$ cat src/rtl/collator_pkg.sv
// Shared constants, types and helpers for the sign-bit collator.
// The mb_conf field offsets, group count, buffer depth and default SEED/MULT are defined here.
package collator_pkg;

  localparam int NUM_GROUPS = 7;
  localparam int DEPTH      = 64;
  localparam int CNT_W      = 7;
  localparam int GRP_W      = 3;
  localparam int KEY_W      = 6;

  localparam logic [KEY_W-1:0] SEED_DEFAULT = 6'h01;
  localparam int               MULT_DEFAULT = 37;

  localparam int CONF_W           = 91;
  localparam int OVF_BIT          = 90;
  localparam int LAST_GROUP_LSB   = 87;
  localparam int PLAINNUM_M_LSB   = 84;
  localparam int FIELD_STRIDE     = 14;
  localparam int PLAINNUM_OFS     = 7;
  localparam int NON_PLAINNUM_OFS = 0;

  localparam logic [GRP_W-1:0] EMPTY_TAG = 3'd7;
  localparam logic [GRP_W-1:0] MAX_GROUP = 3'd6;
  localparam logic [GRP_W-1:0] PM_MAX    = 3'd7;
  localparam logic [CNT_W-1:0] CNT_MAX   = 7'h7f;
  localparam logic [CNT_W-1:0] DEPTH_CNT = 7'd64;

  typedef logic [NUM_GROUPS-2:0][CNT_W-1:0] cnt_arr_t;
  typedef logic [0:DEPTH-1][GRP_W-1:0]      tag_arr_t;
  typedef logic [0:DEPTH-1][KEY_W-1:0]      pos_arr_t;

  // Fibonacci LFSR for x^6 + x^5 + 1
  function automatic logic [KEY_W-1:0] lfsr_next(input logic [KEY_W-1:0] k);
    return {k[4:0], k[5] ^ k[4]};
  endfunction

  function automatic logic [KEY_W-1:0] scramble_pos(input int mult, input int i,
                                                    input logic [KEY_W-1:0] key);
    int t;
    t = mult * i + int'(key);
    return t[KEY_W-1:0];
  endfunction

  function automatic pos_arr_t seed_map(input logic [KEY_W-1:0] key, input int mult);
    pos_arr_t m;
    m = '0;
    for (int i = 0; i < DEPTH; i++) begin
      m[i] = scramble_pos(mult, i, key);
    end
    return m;
  endfunction

  function automatic logic [CONF_W-1:0] pack_conf(input logic             ovf,
                                                  input logic [GRP_W-1:0] last_g,
                                                  input logic [GRP_W-1:0] pm,
                                                  input cnt_arr_t         pn,
                                                  input cnt_arr_t         np);
    logic [CONF_W-1:0] c;
    c = '0;
    c[OVF_BIT] = ovf;
    c[LAST_GROUP_LSB +: GRP_W] = last_g;
    c[PLAINNUM_M_LSB +: GRP_W] = pm;
    for (int k = 0; k < NUM_GROUPS - 1; k++) begin
      c[k*FIELD_STRIDE + PLAINNUM_OFS +: CNT_W]     = pn[k];
      c[k*FIELD_STRIDE + NON_PLAINNUM_OFS +: CNT_W] = np[k];
    end
    return c;
  endfunction

endpackage

$ cat src/rtl/collator_scrambler.sv
// Key-driven permutation and gather of the collected sign bits and their group tags.
// Output lane i reads buffer slot (MULT*i + key) mod 64, or reports empty past the fill level.
module collator_scrambler
  import collator_pkg::*;
#(
  parameter int MULT = MULT_DEFAULT
) (
  input  logic [KEY_W-1:0] i_key,
  input  logic [DEPTH-1:0] i_buf,
  input  tag_arr_t         i_tag,
  input  logic [CNT_W-1:0] i_n,
  output logic [DEPTH-1:0] o_plaintext,
  output logic [CNT_W-1:0] o_count,
  output tag_arr_t         o_group,
  output pos_arr_t         o_position
);

  pos_arr_t         w_pos;
  logic [DEPTH-1:0] w_valid;

  for (genvar gi = 0; gi < DEPTH; gi++) begin : g_lane
    assign w_pos[gi]       = scramble_pos(MULT, gi, i_key);
    assign w_valid[gi]     = ({1'b0, w_pos[gi]} < i_n);
    assign o_plaintext[gi] = w_valid[gi] ? i_buf[w_pos[gi]] : 1'b0;
    assign o_group[gi]     = w_valid[gi] ? i_tag[w_pos[gi]] : EMPTY_TAG;
  end

  assign o_position = w_pos;
  assign o_count    = i_n;

endmodule

$ cat src/rtl/collator.sv
// Collects group-tagged sign bits per macroblock, counts them per group, and on close
// publishes a configuration word plus a scrambled view of the collected bits.
module collator
  import collator_pkg::*;
#(
  parameter logic [KEY_W-1:0] SEED = SEED_DEFAULT,
  parameter int               MULT = MULT_DEFAULT
) (
  input  logic              clk,
  input  logic              rst,
  input  logic              clk_en,
  input  logic              sign_en,
  input  logic              sign_bit,
  input  logic              group_change,
  input  logic              macroblock_end,
  input  logic              slice_end,
  output logic [CONF_W-1:0] mb_conf,
  output logic              mb_wr,
  output logic              mb_conf_wr,
  output logic [DEPTH-1:0]  scrambled_plaintext,
  output logic [CNT_W-1:0]  scrambled_count,
  output tag_arr_t          scrambled_group,
  output pos_arr_t          original_position
);

  localparam pos_arr_t SEED_POS = seed_map(SEED, MULT);

  logic [DEPTH-1:0] r_buf;
  tag_arr_t         r_tag;
  logic [CNT_W-1:0] r_n;
  logic [GRP_W-1:0] r_g;
  logic [GRP_W-1:0] r_pm;
  cnt_arr_t         r_pn;
  cnt_arr_t         r_np;
  logic             r_ovf;
  logic [KEY_W-1:0] r_key;

  logic [CONF_W-1:0] r_conf;
  logic [DEPTH-1:0]  r_sp;
  logic [CNT_W-1:0]  r_sc;
  tag_arr_t          r_sg;
  pos_arr_t          r_op;
  logic              r_mbwr;
  logic              r_cwr;

  logic [DEPTH-1:0] w_buf;
  tag_arr_t         w_tag;
  logic [CNT_W-1:0] w_n;
  logic [GRP_W-1:0] w_g;
  logic [GRP_W-1:0] w_gi;
  logic [GRP_W-1:0] w_pm;
  cnt_arr_t         w_pn;
  cnt_arr_t         w_np;
  logic             w_ovf;
  logic             w_close;

  logic [DEPTH-1:0] w_sp;
  logic [CNT_W-1:0] w_sc;
  tag_arr_t         w_sg;
  pos_arr_t         w_op;

  assign w_close = macroblock_end | slice_end;
  assign w_gi    = r_g - 3'd1;
  assign w_g     = (group_change && (r_g != MAX_GROUP)) ? r_g + 3'd1 : r_g;

  // The incoming bit is accounted against the current group before any group or close update.
  always_comb begin
    w_buf = r_buf;
    w_tag = r_tag;
    w_n   = r_n;
    w_pm  = r_pm;
    w_pn  = r_pn;
    w_np  = r_np;
    w_ovf = r_ovf;
    if (sign_en) begin
      if (r_n < DEPTH_CNT) begin
        w_buf[r_n[KEY_W-1:0]] = sign_bit;
        w_tag[r_n[KEY_W-1:0]] = r_g;
        w_n = r_n + 7'd1;
        if (r_g == 3'd0) begin
          if (r_pm != PM_MAX) begin
            w_pm = r_pm + 3'd1;
          end
        end else if (r_pn[w_gi] != CNT_MAX) begin
          w_pn[w_gi] = r_pn[w_gi] + 7'd1;
        end
      end else begin
        w_ovf = 1'b1;
        if ((r_g != 3'd0) && (r_np[w_gi] != CNT_MAX)) begin
          w_np[w_gi] = r_np[w_gi] + 7'd1;
        end
      end
    end
  end

  collator_scrambler #(
    .MULT(MULT)
  ) u_scrambler (
    .i_key      (r_key),
    .i_buf      (w_buf),
    .i_tag      (w_tag),
    .i_n        (w_n),
    .o_plaintext(w_sp),
    .o_count    (w_sc),
    .o_group    (w_sg),
    .o_position (w_op)
  );

  always_ff @(posedge clk or negedge rst) begin
    if (!rst) begin
      r_buf <= '0;
      r_tag <= '0;
      r_n   <= '0;
      r_g   <= '0;
      r_pm  <= '0;
      r_pn  <= '0;
      r_np  <= '0;
      r_ovf <= 1'b0;
      r_key <= SEED;
    end else if (clk_en) begin
      if (w_close) begin
        r_buf <= '0;
        r_tag <= '0;
        r_n   <= '0;
        r_g   <= '0;
        r_pm  <= '0;
        r_pn  <= '0;
        r_np  <= '0;
        r_ovf <= 1'b0;
        r_key <= slice_end ? SEED : lfsr_next(r_key);
      end else begin
        r_buf <= w_buf;
        r_tag <= w_tag;
        r_n   <= w_n;
        r_g   <= w_g;
        r_pm  <= w_pm;
        r_pn  <= w_pn;
        r_np  <= w_np;
        r_ovf <= w_ovf;
      end
    end
  end

  // Published results hold between closes; the write strobes are single-cycle.
  always_ff @(posedge clk or negedge rst) begin
    if (!rst) begin
      r_conf <= '0;
      r_sp   <= '0;
      r_sc   <= '0;
      r_sg   <= {DEPTH{EMPTY_TAG}};
      r_op   <= SEED_POS;
      r_mbwr <= 1'b0;
      r_cwr  <= 1'b0;
    end else begin
      r_cwr  <= clk_en & w_close;
      r_mbwr <= clk_en & w_close & (w_n != '0);
      if (clk_en && w_close) begin
        r_conf <= pack_conf(w_ovf, r_g, w_pm, w_pn, w_np);
        r_sp   <= w_sp;
        r_sc   <= w_sc;
        r_sg   <= w_sg;
        r_op   <= w_op;
      end
    end
  end

  assign mb_conf             = r_conf;
  assign mb_wr               = r_mbwr;
  assign mb_conf_wr          = r_cwr;
  assign scrambled_plaintext = r_sp;
  assign scrambled_count     = r_sc;
  assign scrambled_group     = r_sg;
  assign original_position   = r_op;

endmodule

$ cat config.mk
export PLATFORM = sky130hd
export DESIGN_NAME = collator
export DESIGN_NICKNAME = d
export VERILOG_FILES = /design/src/rtl/collator_pkg.sv /design/src/rtl/collator_scrambler.sv /design/src/rtl/collator.sv
export SDC_FILE = /design/constraint.sdc
export NUM_CORES = 2
export LEC_CHECK = 0
export BUFFER_PORTS_ARGS = -buffer_cell sky130_fd_sc_hd__buf_2
export CAP_MARGIN = 20
export CORE_MARGIN = 4
export CORE_UTILIZATION = 55
export CTS_CLUSTER_DIAMETER = 120
export DETAILED_ROUTE_END_ITERATION = 6
export HOLD_SLACK_MARGIN = 0.03
export PLACE_DENSITY_LB_ADDON = 0.05
export SLEW_MARGIN = 25
export SYNTH_ARGS = -nofsm -noshare
export SYNTH_HDL_FRONTEND = slang
export SYNTH_HIERARCHICAL = 1
export SYNTH_SLANG_ARGS = --single-unit
$ cat constraint.sdc
create_clock -name clk -period 6.5 [get_ports clk]
set_input_delay 0.65 -clock clk [delete_from_list [all_inputs] [get_ports clk]]
set_output_delay 0.65 -clock clk [all_outputs]
set_load 0.01 [all_outputs]
==> impl_metrics.json <==
{
  "cts_buffer_depth": 3,
  "ys_warn_count": 6,
  "use_met1_pct": 61.0,
  "min_path_type": "in2reg",
  "dpl-instance-area_sq_mm": 0.0762,
  "wl_microns": 324000,
  "synthCells": 7772,
  "syn-cell-area_sq_mm": 0.0728,
  "critPathCaptureType": "flop",
  "cts_tree": "yes",
  "layout-drive-gt1-share_pct": 28.5,
  "avgSynthCellArea_sq_um": 9.36,
  "area_delta_synth_final_pct": 10.9,
  "worst_ep_arrival_time_ps": 5960,
  "numPlacedInstances": 9678,
  "synth_cell_types": 78,
  "cts.sinks": 1100,
  "grt_max_degree": 215,
  "antenna_left": 0,
  "p_int_mw": 13.8,
  "clkTransAtPathRegs_ps": 70,
  "final_cells": 9915,
  "critPathKind": "reg2reg",
  "rsz0062_at_grt": "no",
  "pwr-share-seq_pct": 39.2,
  "vias": 66300,
  "num_rows": 133,
  "viasPerCell": 6.69,
  "required_ps": 7190,
  "gp_congestion": 1.09,
  "slew_viol_final": 0,
  "p_per_area_mw_per_mm2": 259,
  "status": "complete, no violations",
  "fmax_ghz": 0.190,
  "tns_ps": 0,
  "synth-edff-count": 0,
  "synth_ff_type": "dfrtp_1",
  "first_pass_iters": 7,
  "vdd_drop_max_mv": 0.250,
  "hpwl_microns": 244000,
  "die-height_microns": 372,
  "cp_max_fo": 30,
  "fin_skew_ps": 82.3,
  "grt_pass1_vias": 60100,
  "slowest_stage": "inv_2",
  "worstMarginPinSlew_ps": 1120,
  "hold_viol_final": 0,
  "cp_cell_sequence": "nand2b_1 > or2_2 > o21ai_0 > nand2_1 > inv_2 > buf_4 > ha_1 > nor2_1 > a211oi_1 > nor2_1 > a22oi_1 > nand2_1 > nand2_1",
  "grt_usage_pct": 45.7,
  "initial_core_util_pct": 55.4,
  "numCtsBuffers": 120,
  "use_met2_pct": 65.1,
  "switchingPower_mw": 7.13,
  "clk_latency_ps": 810,
  "async_flop_share_pct": 100,
  "critPathMostFrequentCell": "nand2_1",
  "ff2ff_path_depth": 13,
  "finish.net_count": 8207,
  "combPwrFrac_pct": 24.2,
  "syn_nets": 7931,
  "period_needed_ps": 5270,
  "drt_iter0_drc": 9543,
  "fp.dieArea_sq_mm": 0.138,
  "grtUsageMet3_pct": 16.2,
  "whs_ps": 219,
  "drc_errors": 0,
  "pin_count": 748,
  "relSlewSlack_pct": 24.7,
  "start_kind": "flop",
  "drv_cap": 0,
  "clockRootBuffer": "clkbuf_16",
  "max_stage_delay_ps": 690,
  "p_leak_nw": 38.2,
  "grt-ovfl-total": 0,
  "p_sw_share_pct": 34.0,
  "antenna_found_initial": 21,
  "finalSetupViolCount": 0,
  "avgRoutedWirePerCell_microns": 32.6,
  "seq_area_frac_synth_pct": 38.5,
  "h-tree-depth": 3,
  "fillCellCount": 11500,
  "power.share.clock_pct": 36.6,
  "final_area_sq_mm": 0.0807,
  "buffer_ports.inserted": 747,
  "die_x_microns": 372,
  "period_share_pct": 81.1,
  "top_usage_layer": "met2",
  "min_path_cells": 3,
  "core_area_sq_mm": 0.131,
  "ys_ff_latch": 1100,
  "grt_first_pass_wirelength_microns": 451000
}
-- kinds of logic (layout without fill, tap and decap cells) --
family / Yosys count / after routing / synth area share, %
AO/OA/AOI/OAI: 1130 / 1130 / 10.3
XOR/XNOR: 70 / 70 / 0.920
adder cells (fa/ha/maj): 151 / 151 / 2.60
buffers and inverters: 846 / 1229 / 6.27
flip-flops: 1100 / 1100 / 38.5
multiplexers: 1079 / 1079 / 23.0
other: 0 / 5 / 0
AND/OR/NAND/NOR: 3396 / 3396 / 18.4
-- worst max-delay path, delay by kind of cell (launching register included) --
family	cells	cell delay [ps]
AO/OA/AOI/OAI	3	1140
adder cells (fa/ha/maj)	1	270
buffers and inverters	2	1260
flip-flops	1	440
AND/OR/NAND/NOR	7	1920
-- Yosys cell counts (15+ instances only) --
| master | instances | share of area [%] |
|---|---|---|
| a211o_1 | 20 | 0.24 |
| o21ai_0 | 481 | 3.3 |
| mux2_2 | 294 | 4.5 |
| a221oi_1 | 26 | 0.31 |
| dfstp_2 | 385 | 14 |
| buf_6 | 16 | 0.25 |
| nor3_1 | 47 | 0.32 |
| and3_1 | 19 | 0.16 |
| a32oi_1 | 33 | 0.40 |
| xnor2_1 | 56 | 0.67 |
| mux4_2 | 427 | 13 |
| a22oi_1 | 189 | 1.9 |
| nor2_1 | 457 | 2.4 |
| nand3_1 | 61 | 0.42 |
| buf_1 | 19 | 0.098 |
| inv_1 | 72 | 0.37 |
| buf_2 | 70 | 0.48 |
| mux2i_1 | 344 | 4.7 |
| ha_1 | 151 | 2.6 |
| buf_4 | 309 | 3.2 |
| nand2_1 | 2707 | 14 |
| clkinv_1 | 15 | 0.077 |
| a22o_1 | 115 | 1.4 |
| clkbuf_1 | 337 | 1.7 |
| dfrtp_1 | 715 | 25 |
| o22ai_1 | 35 | 0.30 |
| a32o_1 | 19 | 0.26 |
| o221ai_1 | 34 | 0.41 |
| a211oi_1 | 32 | 0.33 |
| a21oi_1 | 48 | 0.33 |
-- sequential cells by signal (all words and copies together), names as in the netlist, 3 cells and up --
name / count
original_position: 384
scrambled_group: 192
r_key: 6
mb_conf: 91
r_pm: 3
r_buf: 64
scrambled_plaintext: 64
scrambled_count: 7
r_g: 3
r_pn: 42
r_n: 7
r_tag: 192
r_np: 42
-- layer usage --
layer / vias up / wire length, microns
met5: - / 137
li1: 27500 / -
met4: 12 / 22200
met2: 4526 / 135000
met3: 817 / 45700
met1: 33400 / 121000
-- layout make-up --
type,instances,area (sq um),area share [%]
diodes,5,12.5,0.0155
clock buffers,157,3330,4.13
clock inverters,72,1100,1.37
inverters,93,358,0.443
multi-input cells,5826,40500,50.1
flip-flops and latches,1100,28000,34.7
well taps,1755,2200,2.72
repair buffers,907,5220,6.47
-- power groups by stage --
stage / clock (mW) / combinational [mW] / sequential [mW]
2_1_floorplan: 0 / 2.84 / 8.45
4_1_cts: 7.70 / 4.94 / 8.19
6_report: 7.66 / 5.07 / 8.21
3_3_place_gp: 0 / 4.88 / 8.28
3_5_place_dp: 0 / 4.92 / 8.30
5_1_grt: 7.99 / 5.34 / 8.25
-- repair_timing --
item,in CTS,in global routing
setup endpoints to repair,0,0
setup buffers,0,0
gates resized for setup,0,0
hold buffers,1,0
endpoints found under the hold margin,29,0
-- stage by stage --
stage          setup slack, ps  total power [mW]  util, %
4_1_cts                   1520              20.8     61.3
3_3_place_gp              1270              13.2     57.9
6_report                  1230              20.9     61.4
3_5_place_dp              1230              13.2     57.9
5_1_grt                   1140              21.6     61.4
2_1_floorplan              994              11.3        -
-- cell usage in the layout, fill, tap and decap left out, types with 33 or more instances in the layout --
master	n
a21oi_1	48
a22o_1	115
a22oi_1	189
a32oi_1	33
buf_2	745
buf_4	139
clkbuf_16	121
dfrtp_1	708
dfstp_2	384
ha_1	149
inv_1	70
mux2_2	294
mux2i_1	344
mux4_2	427
nand2_1	2702
nand3_1	61
nor2_1	453
nor3_1	47
o21ai_0	479
o221ai_1	34
o22ai_1	35
xnor2_1	36
-- final timing paths --
path / start / to / slack, ps
worst max-delay path: r_n[6]$_DFFE_PN0P_ / scrambled_group[188]$_DFFE_PN1P_ / 1230
worst min-delay path: sign_en / r_ovf$_DFFE_PN0P_ / 220
worst max register to register: r_n[6]$_DFFE_PN0P_ / scrambled_group[188]$_DFFE_PN1P_ / 1230
worst min register to register: original_position[116]$_DFFE_PN1P_ / original_position[116]$_DFFE_PN1P_ / 460
max in group asynchronous: rst / r_buf[21]$_DFFE_PN0P_ / 4300
min in group asynchronous: rst / original_position[131]$_DFFE_PN0P_ / 550
No activity file was read; power rests on OpenSTA's default activity.
